--- config.mk ---
export PLATFORM = sky130hd
export DESIGN_NAME = ysyx_24120013_idu
export DESIGN_NICKNAME = d
export VERILOG_FILES = /design/src/rtl/ysyx_24120013_pkg.sv /design/src/rtl/ysyx_24120013_idu_dec.sv /design/src/rtl/ysyx_24120013_idu.sv
export SDC_FILE = /design/constraint.sdc
export NUM_CORES = 1
export LEC_CHECK = 0
export BUFFER_PORTS_ARGS = -buffer_cell sky130_fd_sc_hd__buf_2
export CORE_AREA = 8 8 69 116
export DETAILED_ROUTE_END_ITERATION = 6
export DIE_AREA = 0 0 77 124
export GPL_TIMING_DRIVEN = 0
export PLACE_DENSITY = 0.77
export SETUP_SLACK_MARGIN = 0.4
export SYNTH_ARGS = -nofsm -noshare
export SYNTH_HDL_FRONTEND = slang
export SYNTH_SLANG_ARGS = --single-unit
--- constraint.sdc ---
create_clock -name clk -period 3.1 [get_ports clk]
set_input_delay 0.775 -clock clk [delete_from_list [all_inputs] [get_ports clk]]
set_output_delay 0.775 -clock clk [all_outputs]
set_load 0.03 [all_outputs]
--- src/rtl/ysyx_24120013_pkg.sv ---
// ysyx_24120013_pkg: shared decode encodings and IDU state type
package ysyx_24120013_pkg;
  localparam logic [6:0] OP_IMM = 7'b0010011;
  localparam logic [6:0] LUI = 7'b0110111;
  localparam logic [31:0] INST_EBREAK = 32'h00100073;
  typedef enum logic [1:0] {
    CMD_NOP = 2'b00,
    CMD_ADDI = 2'b01,
    CMD_LUI = 2'b10,
    CMD_EBREAK = 2'b11
  } cmd_t;
  typedef enum logic {
    RUN = 1'b0,
    HALT = 1'b1
  } state_t;
endpackage

--- src/rtl/ysyx_24120013_idu_dec.sv ---
// ysyx_24120013_idu_dec: combinational decode of the ADDI/LUI/EBREAK subset
module ysyx_24120013_idu_dec
  import ysyx_24120013_pkg::*;
#(
  parameter int ADDR_WIDTH = 5
) (
  input  logic [31:0]           inst,
  output logic [ADDR_WIDTH-1:0] rs1_addr,
  output logic [19:0]           imm,
  output logic [ADDR_WIDTH-1:0] des_addr,
  output cmd_t                  command,
  output logic                  is_ebreak,
  output logic                  is_illegal
);
  logic is_addi, is_lui;
  always_comb begin
    is_addi = inst[6:0] == OP_IMM && inst[14:12] == 3'b000;
    is_lui = inst[6:0] == LUI;
    is_ebreak = inst == INST_EBREAK;
    is_illegal = !(is_addi || is_lui || is_ebreak);
    command = is_addi ? CMD_ADDI : is_lui ? CMD_LUI : is_ebreak ? CMD_EBREAK : CMD_NOP;
    rs1_addr = is_addi ? ADDR_WIDTH'(inst[19:15]) : '0;
    des_addr = (is_addi || is_lui) ? ADDR_WIDTH'(inst[11:7]) : '0;
    imm = is_addi ? {{8{inst[31]}}, inst[31:20]} : is_lui ? inst[31:12] : '0;
  end
endmodule

--- src/rtl/ysyx_24120013_idu.sv ---
// ysyx_24120013_idu: handshaked decode stage with bubble-safe output register and halt FSM
module ysyx_24120013_idu
  import ysyx_24120013_pkg::*;
#(
  parameter int ADDR_WIDTH = 5,
  parameter int DATA_WIDTH = 32
) (
  input  logic                  clk,
  input  logic                  rst,
  input  logic                  in_valid,
  output logic                  in_ready,
  input  logic [DATA_WIDTH-1:0] inst,
  output logic                  out_valid,
  input  logic                  out_ready,
  output logic [ADDR_WIDTH-1:0] rs1_addr,
  output logic [19:0]           imm,
  output logic [ADDR_WIDTH-1:0] des_addr,
  output logic [1:0]            command,
  output logic                  halt,
  output logic                  illegal,
  output logic [DATA_WIDTH-1:0] dec_cnt
);
  state_t state;
  cmd_t cmd_q, d_cmd;
  logic pending_stop, accept, d_ebreak, d_illegal;
  logic [ADDR_WIDTH-1:0] d_rs1, d_des;
  logic [19:0] d_imm;
  ysyx_24120013_idu_dec #(.ADDR_WIDTH(ADDR_WIDTH)) u_dec (
    .inst(inst[31:0]),
    .rs1_addr(d_rs1),
    .imm(d_imm),
    .des_addr(d_des),
    .command(d_cmd),
    .is_ebreak(d_ebreak),
    .is_illegal(d_illegal)
  );
  assign in_ready = !rst && state == RUN && !pending_stop && (!out_valid || out_ready);
  assign accept = in_valid && in_ready;
  assign halt = state == HALT;
  assign command = cmd_q;
  // once a stop instruction is taken, nothing else enters; its handshake moves us to HALT
  always_ff @(posedge clk) begin
    if (rst) begin
      state <= RUN;
      pending_stop <= 1'b0;
      illegal <= 1'b0;
      dec_cnt <= '0;
      out_valid <= 1'b0;
      rs1_addr <= '0;
      imm <= '0;
      des_addr <= '0;
      cmd_q <= CMD_NOP;
    end else begin
      if (out_valid && out_ready) dec_cnt <= dec_cnt + 1'b1;
      if (out_valid && out_ready && pending_stop) state <= HALT;
      if (accept) begin
        out_valid <= 1'b1;
        rs1_addr <= d_rs1;
        imm <= d_imm;
        des_addr <= d_des;
        cmd_q <= d_cmd;
        pending_stop <= d_ebreak || d_illegal;
        illegal <= illegal || d_illegal;
      end else if (out_ready) begin
        out_valid <= 1'b0;
        rs1_addr <= '0;
        imm <= '0;
        des_addr <= '0;
        cmd_q <= CMD_NOP;
      end
    end
  end
endmodule

==> flow_metrics.tcl, run 1 <==
set metrics [dict create \
    cts_setup_buffers 0 \
    yosysSeqAreaShare_pct 43.84 \
    htreeDepth 3 \
    ff2ff_path_depth 7 \
    slew_headroom_pct 56.15 \
    cts.sinks 68 \
    clk_pin_slew_ns 0.05 \
    wl_met2_um 5077 \
    path_depth 4 \
    met3WireLength_um 825 \
    grt_pass1_wl_um 16130 \
    rsz0062_at_grt "false" \
    r2r_start "out_valid" \
    cp_data_required_time_ns 2.32 \
    startpoint "rst" \
    synth_edf_count 0 \
    total_leakage_power_nw 1.651 \
    syn-num-nets 397 \
    ys_top_cells_by_count "dfxtp_1 (68), nor2_1 (35), a21oi_1 (26)" \
    synth.ff_latch_count 68 \
    hpwl_um 7533 \
    regArea_mm2 0.001361 \
    cp-end-kind "output port" \
    skew_ns 0.003279 \
    multi_input_area_mm2 0.001577 \
    wl_um 9858 \
    cp_max_fo 10 \
    cts_tree "built" \
    ctsRootBufferMaster "clkbuf_16" \
    drc 0 \
    numCtsBuffers 9 \
    synth.most_common_cell "dfxtp_1" \
    coreArea_mm2 0.006441 \
    power.density_mw_per_mm2 501.2 \
    final.period_utilization_pct 79.14 \
    finalHoldViolCount 0 \
    yosys_warnings 0 \
    vdd_drop_max_v 0.0003585 \
    post_cts_resized 0 \
    ant_nets 0 \
    vias 3309 \
    clkLatencyLatePin_ns 0.33 \
    die_w_um 77 \
    period_minus_slack_ns 2.453 \
    dieHeight_um 124 \
    synthDistinctLibCells 44 \
    yosys.area.top_type_share_pct 43.84 \
    final_util_pct 62.24 \
    tightest_slew_ns 0.6528 \
    grt_max_degree 11 \
    drv_slew 0 \
    grtUsageTotal_pct 20.84 \
    tns_ns 0 \
    crit_path_start_kind "input port" \
    synth_cells 360 \
    area_delta_synth_final_pct 29.09 \
    initial_core_util_pct 48.21 \
    clk_path_buf_depth 2 \
    min_path_cells 2 \
    layoutNonFillerInstCount 558 \
    max_stage_delay_ns 0.29 \
    avgSynthCellArea_um2 8.626 \
    top_layer_used "met4" \
    synth_area_mm2 0.003105 \
    timing.fmax_mhz 407.6 \
    num_rows 39 \
    layout-drive-gt1-share_pct 27.52 \
    nFillCells 614 \
    final-setup-viol-count 0 \
    avgViaCountPerCell 5.930 \
    numPortBuffers 101 \
    worstPathArrival_ns 1.68 \
    worst-setup-path-type "in2out" \
    min_from "imm[17]" \
    cp_num_buf_inv 3 \
    synthArstFlopShare_pct 0 \
    ys.flop_type "dfxtp_1" \
    m1WireLength_um 3602 \
    drt_iter0_drc 162 \
    num_antenna_cells 0 \
    antenna_found_initial 0 \
    gr-total-overflow 0 \
    postCtsHoldBufs 0 \
    crit_family "buffers and inverters" \
    dpl.cell_count 543 \
    wl_per_cell_um 17.67 \
    synth_top_area_cell "dfxtp_1" \
    dieArea_mm2 0.009548 \
    layout.nets 509 \
    critPathSlowestCell "nor4_2" \
    status "finished, final reports clean" \
    maxCapViolations 0 \
    firstDrtPassIters 5 \
    crit_chain "buf_6, clkbuf_1, nor4_2, buf_2" \
    place_congestion 0.9414 \
    grt_pass1_vias 3454 \
    synth_area_leaders "dfxtp_1 (44%), nor2_1 (4.2%), a21oi_1 (4.2%)" \
    boundaryPins 104 \
    hold_class "reg2reg" \
]
metal layers:
layer,up-vias,global-route usage [%]
li1,1583,-
met1,1550,19.14
met2,152,38.28
met3,24,7.514
met4,0,13.30
met5,-,0
logic make-up after synthesis:
| kind of cell | synth area share (%) |
|---|---|
| xor gates and xnor gates | 2.256 |
| and+or+nand+nor | 26.79 |
| AOI/OAI and AO/OA | 20.39 |
| buffers and inverters | 5.600 |
| muxes | 0.7252 |
| DFF | 43.84 |
| adders and majority gates | 0.4028 |
flip-flops by register name, indices dropped and copies added (netlist names):
| name | cells |
|---|---|
| command | 2 |
| dec_cnt | 32 |
| des_addr | 5 |
| halt | 1 |
| illegal | 1 |
| imm | 20 |
| out_valid | 1 |
| pending_stop | 1 |
| rs1_addr | 5 |
layout by cell type (no fill, tap or decap), types with 5 or more instances in the layout:
| master | count |
|---|---|
| buf_2 | 105 |
| dfxtp_1 | 68 |
| nor2_1 | 35 |
| a21oi_1 | 26 |
| clkbuf_1 | 18 |
| nor3_1 | 18 |
| nand2_1 | 16 |
| or4_1 | 16 |
| inv_1 | 16 |
| o31ai_1 | 12 |
| or3_1 | 11 |
| a32oi_1 | 11 |
| a221o_1 | 11 |
| o21ai_0 | 10 |
| nand3_1 | 10 |
| clkbuf_16 | 9 |
| nand4_1 | 8 |
| o211ai_1 | 8 |
| and3_1 | 7 |
| xor2_1 | 7 |
| a211oi_1 | 7 |
| and4_1 | 5 |
worst min-delay path: cells and delay by family (launching register included):
kind,cells,cell delay (ns)
compound gates,1,0.05
flops,1,0.32
simple gates,1,0.06
power breakdown:
group / internal [mW] / switching [mW] / leakage (nW) / total (mW)
logic: 0.0421 / 0.0889 / 0.957 / 0.131
registers: 0.883 / 0.00698 / 0.549 / 0.890
clock network: 0.623 / 0.365 / 0.145 / 0.988
total: 1.55 / 0.461 / 1.65 / 2.01
cell type report:
| class | instances | share of cell area (%) |
|---|---|---|
| Tap cell | 82 | 2.559 |
| Inverter | 16 | 1.498 |
| Multi-Input combinational cell | 250 | 39.33 |
| Sequential cell | 68 | 33.96 |
| Buffer | 26 | 2.840 |
| Timing Repair Buffer | 101 | 12.61 |
| Clock inverter | 1 | 0.1248 |
| Clock buffer | 14 | 7.085 |
through the flow:
stage               setup slack, ns  hold slack [ns]  cell area (µm²)  total power [mW]
floorplan                    0.6178           0.4743             3112            0.9798
global placement             0.4132           0.4600             3720             1.037
detailed placement           0.3552           0.4694             3720             1.039
CTS                          0.6039           0.4793             4009             2.018
global route                 0.4941           0.4953             4009             2.059
finish                       0.6466           0.4799             4009             2.009
worst paths after layout:
path	slack, ns	end
max	0.65	in_ready
min reg2reg	0.48	imm[17]
max reg2reg	0.87	dec_cnt[31]
min	0.48	imm[17]
Note: power is estimated with default switching activity, not from simulation.
==> run 2, diff against run 1 <==
ABC_AREA = 1   (was not set)
CORE_AREA = 8 8 77 129   (was 8 8 69 116)
DIE_AREA = 0 0 85 137   (was 0 0 77 124)
PLACE_DENSITY = 0.74   (was 0.77)
clock period = 2 ns   (was 3.1 ns; I/O delays follow)
==> run 2 against run 1 <==
Net effect: first-iteration DRC count up 10%; worst setup slack worse by 0.26 ns; via count up 21%; area after synthesis up 19%; count of clock-buffer cells in the layout down 2; synthesized cell count up 55%; clock power up 82%; sequential power up 54%; routed wire length up 19%; sequential share of layout area down 5.5 points; critical path type is now reg2out; highest routed layer unchanged.
==> flow_metrics.tcl, run 2 <==
set metrics [dict create \
    r2r_slack_ns 0.49 \
    grt_pass1_vias 3901 \
    cp_data_required_time_ns 1.50 \
    synth_cells 557 \
    gr-total-overflow 0 \
    antenna_found_initial 0 \
    ys_top_cells_by_count "nand2_1 (131), nand3_1 (71), inv_1 (70)" \
    ant_nets 0 \
    place_congestion 1.012 \
    cp-end-kind "output port" \
    yosys_warnings 0 \
    grtUsageTotal_pct 19.98 \
    synth.most_common_cell "nand2_1" \
    avgSynthCellArea_um2 6.658 \
    syn-num-nets 594 \
    slew_headroom_pct 61.00 \
    layout-drive-gt1-share_pct 28.32 \
    min_to "des_addr[1]" \
    final_common_cell "nand2_1" \
    cp_max_fo 3 \
    period_minus_slack_ns 1.613 \
    num_rows 44 \
    rsz0062_at_grt "true" \
    clkLatencyLatePin_ns 0.34 \
    ctsRootBufferMaster "clkbuf_16" \
    finalHoldViolCount 0 \
    status "finished, final reports clean" \
    numCtsBuffers 9 \
    layout_common_cells "nand2_1 (131), buf_2 (110), inv_1 (70)" \
    wl_um 11700 \
    wl_per_cell_um 15.05 \
    drc 0 \
    die_w_um 85 \
    crit_path_start_kind "flip-flop" \
    cts.sinks 68 \
    grt_pass1_wl_um 18140 \
    min_path_cells 3 \
    dieHeight_um 137 \
    min_from "inst[8]" \
    area_delta_synth_final_pct 29.79 \
    largest_register_ffs 32 \
    vdd_drop_max_v 0.0004294 \
    tightest_slew_ns 0.5849 \
    skew_ns 0.004980 \
    vias 4019 \
    switching_power_mw 0.7493 \
    final_cell_area_mm2 0.004813 \
    firstDrtPassIters 7 \
    final-setup-viol-count 0 \
    drv_slew 0 \
    yosys.area.top_type_share_pct 36.71 \
    synth.ff_latch_count 68 \
    cts_tree "built" \
    synth_area_mm2 0.003709 \
    largest_register "dec_cnt" \
    finalPower_mw 3.423 \
    timing.fmax_mhz 620.1 \
    num_antenna_cells 0 \
    synthDistinctLibCells 33 \
    numPortBuffers 102 \
    place_area_mm2 0.004337 \
    boundaryPins 104 \
    r2r-end "dec_cnt[22]" \
    hpwl_um 9140 \
    avgViaCountPerCell 5.172 \
    worst-setup-path-type "reg2out" \
    maxCapViolations 0 \
    htreeDepth 3 \
    p_comb_share_pct 7.5 \
    seq_power_share_pct 39.9 \
    synth_area_leaders "dfxtp_1 (37%), nand2_1 (13%), nand3_1 (9.6%)" \
    clk_path_buf_depth 2 \
    synthArstFlopShare_pct 0 \
    grt_max_degree 12 \
    total_leakage_power_nw 2.251 \
    yosysSeqAreaShare_pct 36.71 \
    tns_ns 0 \
    coreArea_mm2 0.008203 \
    clk_pin_slew_ns 0.06 \
    r2r_start "dec_cnt[1]" \
    final_util_pct 58.68 \
    synth_top_area_cell "dfxtp_1" \
    reg_top3 "dec_cnt x32, imm x20" \
    dieArea_mm2 0.01165 \
    power.density_mw_per_mm2 711.2 \
    initial_core_util_pct 45.21 \
    drt_iter0_drc 179 \
    hold_class "in2reg" \
    p_sw_share_pct 21.89 \
    worstPathArrival_ns 1.11 \
    pwr-share-clk_pct 52.6 \
    ys.flop_type "dfxtp_1" \
    synth_edf_count 0 \
    final.period_utilization_pct 80.64 \
    layout.nets 717 \
    postCtsHoldBufs 0 \
    ff2ff_path_depth 8 \
    p_int_mw 2.674 \
]
## run 2: cell families (layout without fill, tap and decap cells)
group,count (synthesis),count (layout),share of synthesized area (%)
buffers and inverters,95,223,11.00
DFF,68,68,36.71
adders and majority gates,1,1,0.3373
and+or+nand+nor,317,317,40.49
xor gates and xnor gates,7,7,1.653
AOI/OAI and AO/OA,69,69,9.818
## run 2: layer usage
layer  wire [µm]  GRT usage (%)
met1        3904          16.90
met2        6418          38.95
met3         789          5.652
met4         585          13.46
met5           0              0
## run 2: through the flow
stage	hold WS (ns)	std cells	setup slack [ns]
global route	0.4527	777	0.3394
detailed placement	0.4496	751	0.1663
floorplan	0.4738	557	0.3905
CTS	0.4298	767	0.3650
finish	0.4417	777	0.3872
global placement	0.4457	751	0.2167
## run 2: worst max-delay path, stage by stage (launching register included)
cell	delay, ns
dfxtp_2	0.35
nor2_4	0.10
nand2_2	0.06
nor2_4	0.12
buf_6	0.15
## run 2: worst max path at each step
stage | slack [ns] | from | end
finish | 0.39 | halt | in_ready
CTS | 0.37 | halt | in_ready
floorplan | 0.39 | rst | imm[15]
global route | 0.34 | halt | in_ready
global placement | 0.22 | inst[2] | rs1_addr[1]
detailed placement | 0.17 | inst[3] | rs1_addr[3]
## run 2: power by group through the flow
stage | clock, mW | combinational, mW | sequential, mW
after floorplan | 0 | 0.125 | 1.41
after global placement | 0 | 0.225 | 1.40
after detailed placement | 0 | 0.228 | 1.40
after CTS | 1.82 | 0.231 | 1.37
after global routing | 1.88 | 0.280 | 1.37
final | 1.80 | 0.256 | 1.37
## run 2: area by class of cell
type | count | area, µm²
plain buffers | 20 | 138.9
clock buffers | 12 | 236.5
clock inverters | 4 | 97.59
fillers | 797 | 3390
inverters | 75 | 284.0
multi-input cells | 394 | 1974
flip-flops and latches | 68 | 1370
well taps | 92 | 115.1
repair buffers | 112 | 596.8
## run 2: what timing repair did
action                                  4_1_cts  5_1_grt
pin swaps                                     0        4
endpoints found under the setup margin        3       35
gates resized for setup                       4       18
gates cloned                                  0        3
setup buffers                                 0        7
==> run 3, diff against run 2 <==
clock period = 1.4 ns   (was 2 ns; I/O delays follow)
==> run 3 against run 2 <==
Net effect: the run now ends with setup timing left; clock skew rose by 0.0015 ns; total power rose by 40%; cell area rose by 43%; largest power group unchanged.
==> flow_metrics.tcl, run 3 (same netlist as run 2, synthesis figures left out) <==
set metrics [dict create \
    status "finished, violations left" \
    failed_checks "setup timing" \
    hpwl_um 8958 \
    final_util_pct 83.62 \
    startpoint "out_valid" \
    num_antenna_cells 0 \
    numCtsBuffers 9 \
    nFillCells 429 \
    cp_data_required_time_ns 1.63 \
    postCtsHoldBufs 0 \
    grt_max_degree 14 \
    vias 4762 \
    layout-drive-gt1-share_pct 61.85 \
    largest_register_ffs 32 \
    cts.sinks 68 \
    cp_max_fo 5 \
    antenna_found_initial 0 \
    timing.fmax_mhz 637.7 \
    grtUsageTotal_pct 22.74 \
    multi_input_area_mm2 0.002696 \
    grt_pass1_wl_um 20750 \
    boundaryPins 104 \
    worst-setup-path-type "reg2reg" \
    drv_slew 0 \
    r2r-end "dec_cnt[5]" \
    gr-total-overflow 0 \
    grt_pass1_vias 4427 \
    skew_ns 0.006444 \
    worstSetupEndpoint "dec_cnt[5]" \
    rsz0062_at_grt "true" \
    final.period_utilization_pct 112.0 \
    power.density_mw_per_mm2 699.8 \
    clkLatencyLatePin_ns 0.34 \
    vdd_drop_max_v 0.0007046 \
    worst_slack_ns -0.1682 \
    final-setup-viol-count 47 \
    final_cell_area_mm2 0.006859 \
    cts_tree "built" \
    finalHoldViolCount 0 \
    r2r_slack_ns -0.17 \
    layout.nets 787 \
    avgViaCountPerCell 5.622 \
    initial_core_util_pct 45.21 \
    numPortBuffers 102 \
    dieArea_mm2 0.01165 \
    finalPower_mw 4.800 \
    hold_class "in2reg" \
    dieHeight_um 137 \
    ant_nets 0 \
    clk_pin_slew_ns 0.06 \
    place_area_mm2 0.004586 \
    clk_path_buf_depth 2 \
    drt_iter0_drc 304 \
    crit_path_start_kind "flip-flop" \
    place_congestion 0.9320 \
    wl_um 16180 \
    firstDrtPassIters 6 \
    die_w_um 85 \
    num_rows 44 \
    layout_common_cells "buf_6 (93), nand2_1 (83), inv_1 (64)" \
    cp-end-kind "flip-flop" \
    r2r_start "out_valid" \
    period_minus_slack_ns 1.568 \
    htreeDepth 3 \
    largest_register "dec_cnt" \
    maxCapViolations 0 \
    slew_headroom_pct 39.24 \
    reg_top3 "dec_cnt x32, imm x20" \
    final_common_cell "buf_6" \
    wl_per_cell_um 19.10 \
    ff2ff_path_depth 10 \
    ctsRootBufferMaster "clkbuf_16" \
    total_leakage_power_nw 3.087 \
    area_delta_synth_final_pct 84.95 \
    tightest_slew_ns 0.9115 \
    coreArea_mm2 0.008203 \
    drc 0 \
    worstPathArrival_ns 1.79 \
    regArea_mm2 0.001538 \
]
==> run 3: cell types whose count changed in the layout (fill, tap and decap cells not counted), moves of 20 or more <==
cell,previous run,this run
buf_6,8,93
buf_2,110,39
dfxtp_1,61,1
nand2_1,131,83
buf_4,6,48
a21oi_1,46,7
a21oi_2,0,39
dfxtp_4,0,37
nand2_2,8,36
dfxtp_2,7,30
nand2_4,0,20
==> run 3: how the worst min path moves through the flow <==
stage | start | endpoint | slack [ns] | cells past startpoint
floorplan | pending_stop | pending_stop | 0.47 | 2
global placement | illegal | illegal | 0.44 | 2
detailed placement | illegal | illegal | 0.44 | 2
CTS | inst[19] | rs1_addr[4] | 0.26 | 3
global route | inst[17] | rs1_addr[2] | 0.29 | 3
finish | inst[17] | rs1_addr[2] | 0.28 | 3
==> run 3: final cells by class <==
cell class                      count  share of cell area (%)
Buffer                             20                   2.791
Tap cell                           92                   1.678
Timing Repair Buffer              182                   25.15
Clock inverter                      7                   1.076
Multi-Input combinational cell    394                   39.31
Inverter                           75                   4.287
Sequential cell                    68                   22.42
Clock buffer                        9                   3.283
==> run 3: layer usage <==
metal	vias to the layer above	GRT usage [%]	part of all wire, %
li1	2168	-	-
met4	0	13.26	5.9
met5	-	0	0
met3	70	6.194	6.2
met1	2268	20.65	33
met2	256	43.67	55
==> run 3: metrics by stage <==
step	hold slack [ns]	setup TNS (ns)	instances	setup slack (ns)
global placement	0.4377	-6.194	751	-0.2792
detailed placement	0.4429	-7.616	751	-0.3415
CTS	0.2574	-0.1417	812	-0.04930
finish	0.2827	-2.240	847	-0.1682
floorplan	0.4738	-0.9193	557	-0.07822
global route	0.2909	-4.990	847	-0.2612
==> run 3: report_power, final <==
part	total (mW)	switching [mW]	internal (mW)
clock	2.32	0.932	1.39
sequential	1.89	0.0108	1.88
combinational	0.592	0.344	0.248
==> run 3: repair_timing <==
item | CTS | global route
gates cloned | 3 | 3
pin swaps | 36 | 59
buffers inserted | 42 | 32
resized for setup | 246 | 164
setup endpoints to repair | 132 | 136
==> run 3: critical path: stages, from the launching register on <==
cell     delay (ns)
dfxtp_4        0.38
nand2_4        0.08
buf_12         0.16
buf_6          0.11
buf_6          0.11
nor2_4         0.09
inv_2          0.05
nor2_4         0.10
nand2_1        0.10
o21ai_1        0.20
a21oi_1        0.07
